[src/rtl/instruction_queue_reg_pkg.sv]
// ============================================================================
// Module   : instruction_queue_reg_pkg
// Brief    : Shared widths, opcode constants and the parity helper used by
//            the instruction queue and its neighbours in decode/control.
// Revision : 1.0 - initial release
// ============================================================================
`default_nettype none

package instruction_queue_reg_pkg;

  // Default geometry of the instruction word and prefetch queue
  localparam int c_INSTR_W_DEF = 8;
  localparam int c_OP_W_DEF    = 4;
  localparam int c_REG_W_DEF   = 2;
  localparam int c_DEPTH_DEF   = 4;

  // Opcode encodings shared with decode and control
  localparam logic [3:0] c_OP_LOAD = 4'b1011;
  localparam logic [3:0] c_OP_ADD  = 4'b0100;

  // Even-parity bit of a word (zero-extended to 64 bits by the caller)
  function automatic logic even_par(input logic [63:0] word);
    return ^word;
  endfunction

endpackage

`default_nettype wire

[src/rtl/ir_fifo.sv]
// ============================================================================
// Module   : ir_fifo
// Brief    : Power-of-two circular prefetch queue with wrap-bit pointers,
//            occupancy count and synchronous flush.
// Revision : 1.0 - initial release
// ============================================================================
`default_nettype none

import instruction_queue_reg_pkg::*;

module ir_fifo #(
  parameter int WIDTH = c_INSTR_W_DEF,
  parameter int DEPTH = c_DEPTH_DEF
) (
  input  logic                       clk,
  input  logic                       reset,
  input  logic                       push,
  input  logic                       pop,
  input  logic                       flush,
  input  logic [WIDTH-1:0]           wr_data,
  output logic [WIDTH-1:0]           rd_data,
  output logic                       full,
  output logic                       empty,
  output logic [$clog2(DEPTH+1)-1:0] count
);

  localparam int c_AW = $clog2(DEPTH);
  localparam int c_PW = c_AW + 1;
  localparam int c_CW = $clog2(DEPTH+1);

  generate
    if ((DEPTH < 2) || ((DEPTH & (DEPTH - 1)) != 0)) begin : g_bad_depth
      $error("ir_fifo: DEPTH must be a power of two and >= 2");
    end
  endgenerate

  logic [WIDTH-1:0] r_mem [DEPTH];
  logic [c_PW-1:0]  r_wr_ptr;
  logic [c_PW-1:0]  r_rd_ptr;
  logic [c_CW-1:0]  r_count;
  logic             w_push_ok;
  logic             w_pop_ok;

  // Same index with differing wrap bits means the writer has lapped the reader
  assign full    = (r_wr_ptr[c_AW] != r_rd_ptr[c_AW]) &&
                   (r_wr_ptr[c_AW-1:0] == r_rd_ptr[c_AW-1:0]);
  assign empty   = (r_wr_ptr == r_rd_ptr);
  assign rd_data = r_mem[r_rd_ptr[c_AW-1:0]];
  assign count   = r_count;

  // Flush overrides both ports so nothing is captured or consumed that cycle
  assign w_push_ok = push && !full && !flush;
  assign w_pop_ok  = pop && !empty && !flush;

  // Pointer and occupancy bookkeeping
  always_ff @(posedge clk or negedge reset) begin
    if (!reset) begin
      r_wr_ptr <= '0;
      r_rd_ptr <= '0;
      r_count  <= '0;
    end else if (flush) begin
      r_wr_ptr <= '0;
      r_rd_ptr <= '0;
      r_count  <= '0;
    end else begin
      if (w_push_ok) r_wr_ptr <= r_wr_ptr + c_PW'(1);
      if (w_pop_ok)  r_rd_ptr <= r_rd_ptr + c_PW'(1);
      case ({w_push_ok, w_pop_ok})
        2'b10:   r_count <= r_count + c_CW'(1);
        2'b01:   r_count <= r_count - c_CW'(1);
        default: r_count <= r_count;
      endcase
    end
  end

  // Storage array; contents are don't-care until written, so no reset
  always_ff @(posedge clk) begin
    if (w_push_ok) r_mem[r_wr_ptr[c_AW-1:0]] <= wr_data;
  end

endmodule

`default_nettype wire

[src/rtl/instruction_queue_reg.sv]
// ============================================================================
// Module   : instruction_queue_reg
// Brief    : Prefetch queue in front of the instruction register. Loads the
//            queue head into the IR on request, splits it into op_code,
//            reg_sel and data, and flags loads attempted on an empty queue.
//            Optional macro IR_PARITY_EN adds per-entry even parity
//            (instruction_par in, par_err out).
// Revision : 1.0 - initial release
// ============================================================================
`default_nettype none

import instruction_queue_reg_pkg::*;

module instruction_queue_reg #(
  parameter  int INSTR_W = c_INSTR_W_DEF,
  parameter  int OP_W    = c_OP_W_DEF,
  parameter  int REG_W   = c_REG_W_DEF,
  parameter  int DEPTH   = c_DEPTH_DEF,
  localparam int DATA_W  = INSTR_W - OP_W - REG_W
) (
  input  logic                       clk,
  input  logic                       reset,
  input  logic                       in_valid,
  output logic                       in_ready,
  input  logic [INSTR_W-1:0]         instruction_in,
`ifdef IR_PARITY_EN
  input  logic                       instruction_par,
  output logic                       par_err,
`endif
  input  logic                       ir_load_en,
  input  logic                       flush,
  output logic [OP_W-1:0]            op_code,
  output logic [REG_W-1:0]           reg_sel,
  output logic [DATA_W-1:0]          data,
  output logic                       ir_valid,
  output logic                       underflow,
  output logic [$clog2(DEPTH+1)-1:0] count
);

  generate
    if (DATA_W < 1) begin : g_bad_data_w
      $error("instruction_queue_reg: INSTR_W must exceed OP_W + REG_W");
    end
  endgenerate

`ifdef IR_PARITY_EN
  localparam int c_FW = INSTR_W + 1;
`else
  localparam int c_FW = INSTR_W;
`endif

  logic [c_FW-1:0]    w_fifo_wr;
  logic [c_FW-1:0]    w_fifo_rd;
  logic [INSTR_W-1:0] w_head_word;
  logic               w_full;
  logic               w_empty;
  logic               w_push;
  logic               w_pop;
  logic [INSTR_W-1:0] r_ir;
  logic               r_ir_valid;
  logic               r_underflow;

`ifdef IR_PARITY_EN
  logic w_head_par;
  logic r_par_err;
  assign w_fifo_wr  = {instruction_par, instruction_in};
  assign w_head_par = w_fifo_rd[INSTR_W];
`else
  assign w_fifo_wr  = instruction_in;
`endif
  assign w_head_word = w_fifo_rd[INSTR_W-1:0];

  // A full queue refuses pushes even when a load frees a slot this cycle
  assign in_ready = !w_full;
  assign w_push   = in_valid && !w_full;
  assign w_pop    = ir_load_en && !w_empty;

  ir_fifo #(
    .WIDTH (c_FW),
    .DEPTH (DEPTH)
  ) u_fifo (
    .clk     (clk),
    .reset   (reset),
    .push    (w_push),
    .pop     (w_pop),
    .flush   (flush),
    .wr_data (w_fifo_wr),
    .rd_data (w_fifo_rd),
    .full    (w_full),
    .empty   (w_empty),
    .count   (count)
  );

  // IR load, validity tracking and one-cycle underflow pulse
  always_ff @(posedge clk or negedge reset) begin
    if (!reset) begin
      r_ir        <= '0;
      r_ir_valid  <= 1'b0;
      r_underflow <= 1'b0;
    end else begin
      r_underflow <= 1'b0;
      if (flush) begin
        r_ir       <= '0;
        r_ir_valid <= 1'b0;
      end else if (ir_load_en) begin
        if (w_empty) begin
          r_ir_valid  <= 1'b0;
          r_underflow <= 1'b1;
        end else begin
          r_ir       <= w_head_word;
          r_ir_valid <= 1'b1;
        end
      end
    end
  end

`ifdef IR_PARITY_EN
  // Parity verdict refreshes on each successful load and holds otherwise
  always_ff @(posedge clk or negedge reset) begin
    if (!reset) begin
      r_par_err <= 1'b0;
    end else if (flush) begin
      r_par_err <= 1'b0;
    end else if (w_pop) begin
      r_par_err <= w_head_par ^ even_par(64'(w_head_word));
    end
  end
  assign par_err = r_par_err;
`endif

  assign op_code   = r_ir[INSTR_W-1 -: OP_W];
  assign reg_sel   = r_ir[INSTR_W-OP_W-1 -: REG_W];
  assign data      = r_ir[DATA_W-1:0];
  assign ir_valid  = r_ir_valid;
  assign underflow = r_underflow;

endmodule

`default_nettype wire
[config.mk]
export PLATFORM = sky130hd
export DESIGN_NAME = instruction_queue_reg
export DESIGN_NICKNAME = d
export VERILOG_FILES = /design/src/rtl/instruction_queue_reg_pkg.sv /design/src/rtl/ir_fifo.sv /design/src/rtl/instruction_queue_reg.sv
export SDC_FILE = /design/constraint.sdc
export NUM_CORES = 1
export LEC_CHECK = 0
export BUFFER_PORTS_ARGS = -buffer_cell sky130_fd_sc_hd__buf_4
export CAP_MARGIN = 10
export CORE_MARGIN = 4
export CORE_UTILIZATION = 57
export CTS_BUF_LIST = sky130_fd_sc_hd__clkbuf_8 sky130_fd_sc_hd__clkbuf_16
export DETAILED_ROUTE_END_ITERATION = 6
export HOLD_SLACK_MARGIN = 0.08
export PLACE_DENSITY = 0.77
export SLEW_MARGIN = 20
export SYNTH_ARGS = -nofsm -noshare
export SYNTH_HDL_FRONTEND = slang
export SYNTH_SLANG_ARGS = --single-unit
[constraint.sdc]
create_clock -name clk -period 2.55 [get_ports clk]
set_input_delay 0.765 -clock clk [delete_from_list [all_inputs] [get_ports clk]]
set_output_delay 0.765 -clock clk [all_outputs]
set_load 0.005 [all_outputs]
# == Word-level counts from Yosys, hierarchy flattened ==
# Memories as Yosys holds them, arrays and structs flattened.
# Cells that the tools add are included.
# word_totals
register_bits,19
ramBits,32
input_bits,13
output_inout_bits,14
word_cells,49
mem_count,1
# classes
n_addsub,4
eq_ne,6
mux,17
n_reduce_logical,15
# memory_table
name,words,word_bits,read_ports,rd_ports_with_merged_regs,write_ports,line_no,rtl
u_fifo.r_mem,4,8,1,0,1,ir_fifo.sv:37,logic [WIDTH-1:0] r_mem [DEPTH];
# ops
operator,n
8-bit two-way mux,3
3-bit two-way mux,5
"3-bit by 1-bit adder with 3-bit output, second input constant",3
1-bit two-way mux,8
1-bit logical AND,7
3-bit case mux with 2 select lines,1
2-bit nonzero test,3
3-bit equality test,1
1-bit logical NOT,3
3-bit nonzero test,1
"3-bit by 1-bit subtractor with 3-bit output, second input constant",1
"2-bit by 1-bit equality test with 1-bit output, second input constant",1
2-bit equality test,1
"2-bit equality test, second input constant",1
"2-bit inequality test, second input constant",1
2-bit AND reduction,1
1-bit inequality test,1

# == Logic depth before layout (Yosys ltp) ==
# logic_depth
depth_word,9
depth_mapped,8
depth_no_buf,8

# == By module ==
# A second synthesis with hierarchy kept.
# hier_totals
cells_unflattened,166
area_unflattened_um2,2387.3
# modules_own_cells
module,instances,cells_each,area_per_inst_um2,seq_area_each_um2
ir_fifo,1,122,1895.6,1186.1
instruction_queue_reg,1,44,491.7,250.2

# == Least setup slack after synthesis ==
# Ideal clock, no wire load.
# synth_timing
kind,input to register
from,input port flush
to,register u_fifo.r_count[2] (netlist: u_fifo.count[2])
setup_ns,0.128
arrival_ns,2.287
required_time_ns,2.422
path_slack_ns,0.136
stages,6
path_buffers,2
cell_sequence,clkbuf_1 clkbuf_1 nor2_1 fa_1 o22ai_2 mux2_1
# synth_via
elab_chain_cells,5
elab_cells_between_ends,8
classes_between,eq/ne (2); mux (2); reduce/logical (4)
# synth_lines
element,line_no,rtl
start: declaration,instruction_queue_reg.sv:31,"input logic flush,"
1-bit logical NOT,"ir_fifo.sv:52, ir_fifo.sv:53",
1-bit logical AND (on tied branches),"ir_fifo.sv:53, ir_fifo.sv:52",
2-bit by 1-bit equality test with 1-bit output or 2-bit equality test (tied branches),ir_fifo.sv:68,"case ({w_push_ok, w_pop_ok})"
3-bit case mux with 2 select lines,ir_fifo.sv:68,
3-bit two-way mux,ir_fifo.sv:61,end else if (flush) begin
end signal: assignment,ir_fifo.sv:69,2'b10: r_count <= r_count + c_CW'(1);
end signal: assignment,ir_fifo.sv:70,2'b01: r_count <= r_count - c_CW'(1);
end signal: assignment,ir_fifo.sv:71,default: r_count <= r_count;
end: declaration,ir_fifo.sv:40,logic [c_CW-1:0] r_count;
# Parallel ways exist; a longest one is shown, timed or not.
# A chain may end at the register's enable or synchronous reset.

# == Final worst setup path ==
# layout_timing
from,register u_fifo.r_wr_ptr[1]
to,register u_fifo.r_count[2] (netlist: u_fifo.count[2])
# layout_via
elab_chain_cells,9
elab_cells_between_ends,16
classes_between,eq/ne (4); mux (2); reduce/logical (10)
# layout_lines
element,line_no,rtl
start: declaration,ir_fifo.sv:38,logic [c_PW-1:0] r_wr_ptr;
start signal: assignment,ir_fifo.sv:66,if (w_push_ok) r_wr_ptr <= r_wr_ptr + c_PW'(1);
2-bit equality test,ir_fifo.sv:46,(r_wr_ptr[c_AW-1:0] == r_rd_ptr[c_AW-1:0]);
1-bit logical AND,ir_fifo.sv:45,assign full = (r_wr_ptr[c_AW] != r_rd_ptr[c_AW]) &&
1-bit logical NOT,"ir_fifo.sv:52, instruction_queue_reg.sv:75",
1-bit logical AND,instruction_queue_reg.sv:75,assign w_push = in_valid && !w_full;
1-bit logical AND (2 in a row),ir_fifo.sv:52,assign w_push_ok = push && !full && !flush;
2-bit by 1-bit equality test with 1-bit output or 2-bit equality test (tied branches),ir_fifo.sv:68,
3-bit case mux with 2 select lines,ir_fifo.sv:68,
3-bit two-way mux,ir_fifo.sv:61,
# Parallel ways exist; a longest one is shown, timed or not.

==> results.json <==
{
  "antenna_found_initial": 0,
  "synth_top_area_cell": "edfxtp_1",
  "die_y_um": 70.6,
  "syn_area_per_cell_um2": 15.8,
  "fin_crit_ns": 2.28,
  "rsz0062_at_grt": "no",
  "start_util_pct": 60.1,
  "wl_per_cell_um": 16.7,
  "setup_ws_ns": 0.270,
  "row_count": 22,
  "synth_cell_types": 26,
  "pwr-share-clk_pct": 27.3,
  "r2r.worst_path.cells": 8,
  "grt_pass1_wl_um": 6110,
  "wl_um": 3700,
  "layout-drive-gt1-share_pct": 31.0,
  "period_share_pct": 89.4,
  "mostFrequentLayoutCell": "edfxtp_1",
  "arrival_ns": 2.47,
  "synth.cell_area_um2": 2230,
  "critical_path_class": "reg2reg",
  "grt_pass1_vias": 1279,
  "seqPwrFrac_pct": 49.4,
  "dieWidth_um": 70.6,
  "clock_sinks": 51,
  "coreArea_um2": 3720,
  "slew_headroom_pct": 68.2,
  "status": "finished, final reports clean",
  "finalSetupViolCount": 0,
  "vias": 1188,
  "syn_nets": 160,
  "ys_seq_area_share_pct": 64.3,
  "port_buffers": 26,
  "drc": 0,
  "cp_max_fo": 6,
  "power_switching_uw": 534,
  "ys_seq_elements": 51,
  "die_area_um2": 4980,
  "final_cell_mix": "edfxtp_1 (32), buf_4 (30), nor2_1 (23)",
  "yosysTopAreaCellShare_pct": 43.0,
  "clk_pin_slew_ns": 0.09,
  "n_antenna_cell": 0,
  "grt_max_degree": 24,
  "maxSlewViolCount": 0,
  "grt_use_total_pct": 16.4,
  "hold_buffers": 0,
  "ant_nets": 0,
  "combinationalPowerShare_pct": 23.3,
  "pin_count": 27,
  "power_leakage_nw": 1.08,
  "r2r_start": "u_fifo.r_wr_ptr[1]$_DFFE_PN0P_",
  "place_ws_ns": 0.252,
  "required_ns": 2.74,
  "cp_cell_sequence": "xor2_2 > o31ai_4 > nand2b_2 > nor2_1 > fa_1 > nand2_1 > o22ai_2 > mux2_1",
  "critPathLaunchType": "register",
  "highest_layer": "met4",
  "cp_top_family": "compound AO/OA/AOI/OAI gates",
  "max_cap_violations": 0,
  "met2_length_um": 2110,
  "ir_worst_vdd_mv": 0.443,
  "nFillCells": 252,
  "clockRootBuffer": "clkbuf_8",
  "p_int_mw": 1.48,
  "critPathSlowestCell": "dfrtp_1",
  "cts_tree": "yes",
  "synthTopCellsByArea": "edfxtp_1 (43%), dfrtp_1 (21%), mux4_2 (8.1%), mux2i_1 (4.9%), nor2_1 (3.9%)",
  "hold_path_class": "in2async",
  "path_buf_inv": 0,
  "synth_cells": 141,
  "yosys_warnings": 0,
  "timing.fmax_mhz": 439,
  "crit_path_end": "u_fifo.count[2]$_DFFE_PN0P_",
  "dr.pass1.iters": 4,
  "drt-initial-drc-count": 30,
  "dr_wl_met3_um": 163,
  "routed_via_density": 5.35,
  "clock_latency_ns": 0.30,
  "skew_ns": 0.00586,
  "ff2ff_setup_slack_ns": 0.27,
  "gr-total-overflow": 0,
  "cts_made_buffers": 5,
  "cp_num_cells": 8,
  "met1_length_um": 1380,
  "tns_ns": 0,
  "cts_max_level": 2,
  "area_growth_syn_to_layout_pct": 16.6,
  "place.gp.congestion": 0.771,
  "p_sw_share_pct": 26.5,
  "endpoint_kind": "register",
  "clock_tree.buffer_depth": 2,
  "reg2reg_to": "u_fifo.count[2]$_DFFE_PN0P_",
  "cts_setup_buffers": 0,
  "dp_hpwl_um": 2630,
  "cp-startpoint": "u_fifo.r_wr_ptr[1]$_DFFE_PN0P_",
  "power_density_nw_per_um2": 775,
  "post_cts_resized": 0,
  "fin_nets": 192,
  "tightest_slew_ns": 0.473,
  "hold_viol": 0,
  "slowest_delay_ns": 0.47,
  "fin_util_pct": 70.0
}
==> how the worst min path moves through the flow <==
| stage | from | endpoint | slack [ns] |
|---|---|---|---|
| final | reset | underflow$_DFF_PN0_ | 0.32 |
| after global routing | reset | underflow$_DFF_PN0_ | 0.33 |
| after CTS | reset | r_ir[5]$_DFFE_PN0P_ | 0.32 |
| after detailed placement | r_ir[2]$_DFFE_PN0P_ | r_ir[2]$_DFFE_PN0P_ | 0.53 |
| after global placement | r_ir[5]$_DFFE_PN0P_ | r_ir[5]$_DFFE_PN0P_ | 0.50 |
| after floorplan | reset | ir_valid$_DFFE_PN0P_ | 0.47 |
==> sequential cells by signal, indices dropped and copies added (netlist names) <==
name and cells:
ir_valid 1, r_ir 8, u_fifo.count 3, u_fifo.r_mem 32
u_fifo.r_rd_ptr 3, u_fifo.r_wr_ptr 3, underflow 1
==> cell type report <==
type / instances / area [µm²] / share of cell area [%]
timing repair buffer: 30 / 225 / 8.65
clock inverter: 3 / 43.8 / 1.68
inverter: 4 / 15.0 / 0.577
clock buffer: 5 / 68.8 / 2.64
sequential: 51 / 1440 / 55.2
multi-input combinational: 81 / 753 / 28.9
tap: 48 / 60.1 / 2.31
==> through the flow <==
step,hold WS (ns),cells,cell area [µm²],total power [mW]
floorplan,0.469,141,2230,1.32
global placement,0.505,214,2490,1.47
detailed placement,0.526,214,2490,1.49
CTS,0.323,222,2600,2.04
global route,0.330,222,2600,2.11
finish,0.321,222,2600,2.02
==> cells in the mapped netlist <==
cell type,instances
ha_1,5
mux2i_1,11
o31ai_4,2
mux4_2,8
inv_1,4
buf_4,2
nand2b_2,1
fa_1,1
dfrtp_1,19
o22ai_2,1
clkbuf_1,2
xor2_1,1
xnor2_1,7
nor3_1,1
and4b_1,1
xor2_2,3
edfxtp_1,32
buf_2,1
nand2b_1,1
nand2_1,5
and2_1,3
nor2_1,23
nor2b_1,1
a21oi_1,4
a311oi_2,1
mux2_1,1
==> power by group through the flow <==
| stage | Clock (mW) | Combinational [mW] | Sequential, mW |
|---|---|---|---|
| floorplan | 0 | 0.314 | 1.01 |
| global placement | 0 | 0.456 | 1.01 |
| detailed placement | 0 | 0.473 | 1.02 |
| CTS | 0.561 | 0.476 | 0.999 |
| global route | 0.599 | 0.508 | 1.01 |
| finish | 0.550 | 0.469 | 0.997 |
==> routing by layer <==
layer | global-route usage [%] | vias up
li1 | - | 565
met1 | 17.3 | 592
met2 | 30.9 | 25
met3 | 4.69 | 6
met4 | 5.64 | 0
met5 | 0 | -
==> worst register-to-register path, stage by stage (launching register included) <==
cell and delay [ns]:
dfrtp_1 0.47, xor2_2 0.22, o31ai_4 0.42, nand2b_2 0.12, nor2_1 0.14, fa_1 0.23, nand2_1 0.09, o22ai_2 0.14
mux2_1 0.34
==> kinds of logic (layout without fill, tap and decap cells) <==
| family | Yosys count | after routing | share of synthesized area (%) |
|---|---|---|---|
| XOR/XNOR | 11 | 11 | 5.33 |
| buffers and inverters | 9 | 42 | 1.91 |
| multiplexers | 20 | 20 | 13.5 |
| AND/OR/NAND/NOR | 36 | 36 | 7.18 |
| adder cells (fa/ha/maj) | 6 | 6 | 3.70 |
| flip-flops | 51 | 51 | 64.3 |
| AO/OA/AOI/OAI | 8 | 8 | 4.04 |
(Power assumes the default switching activity.)
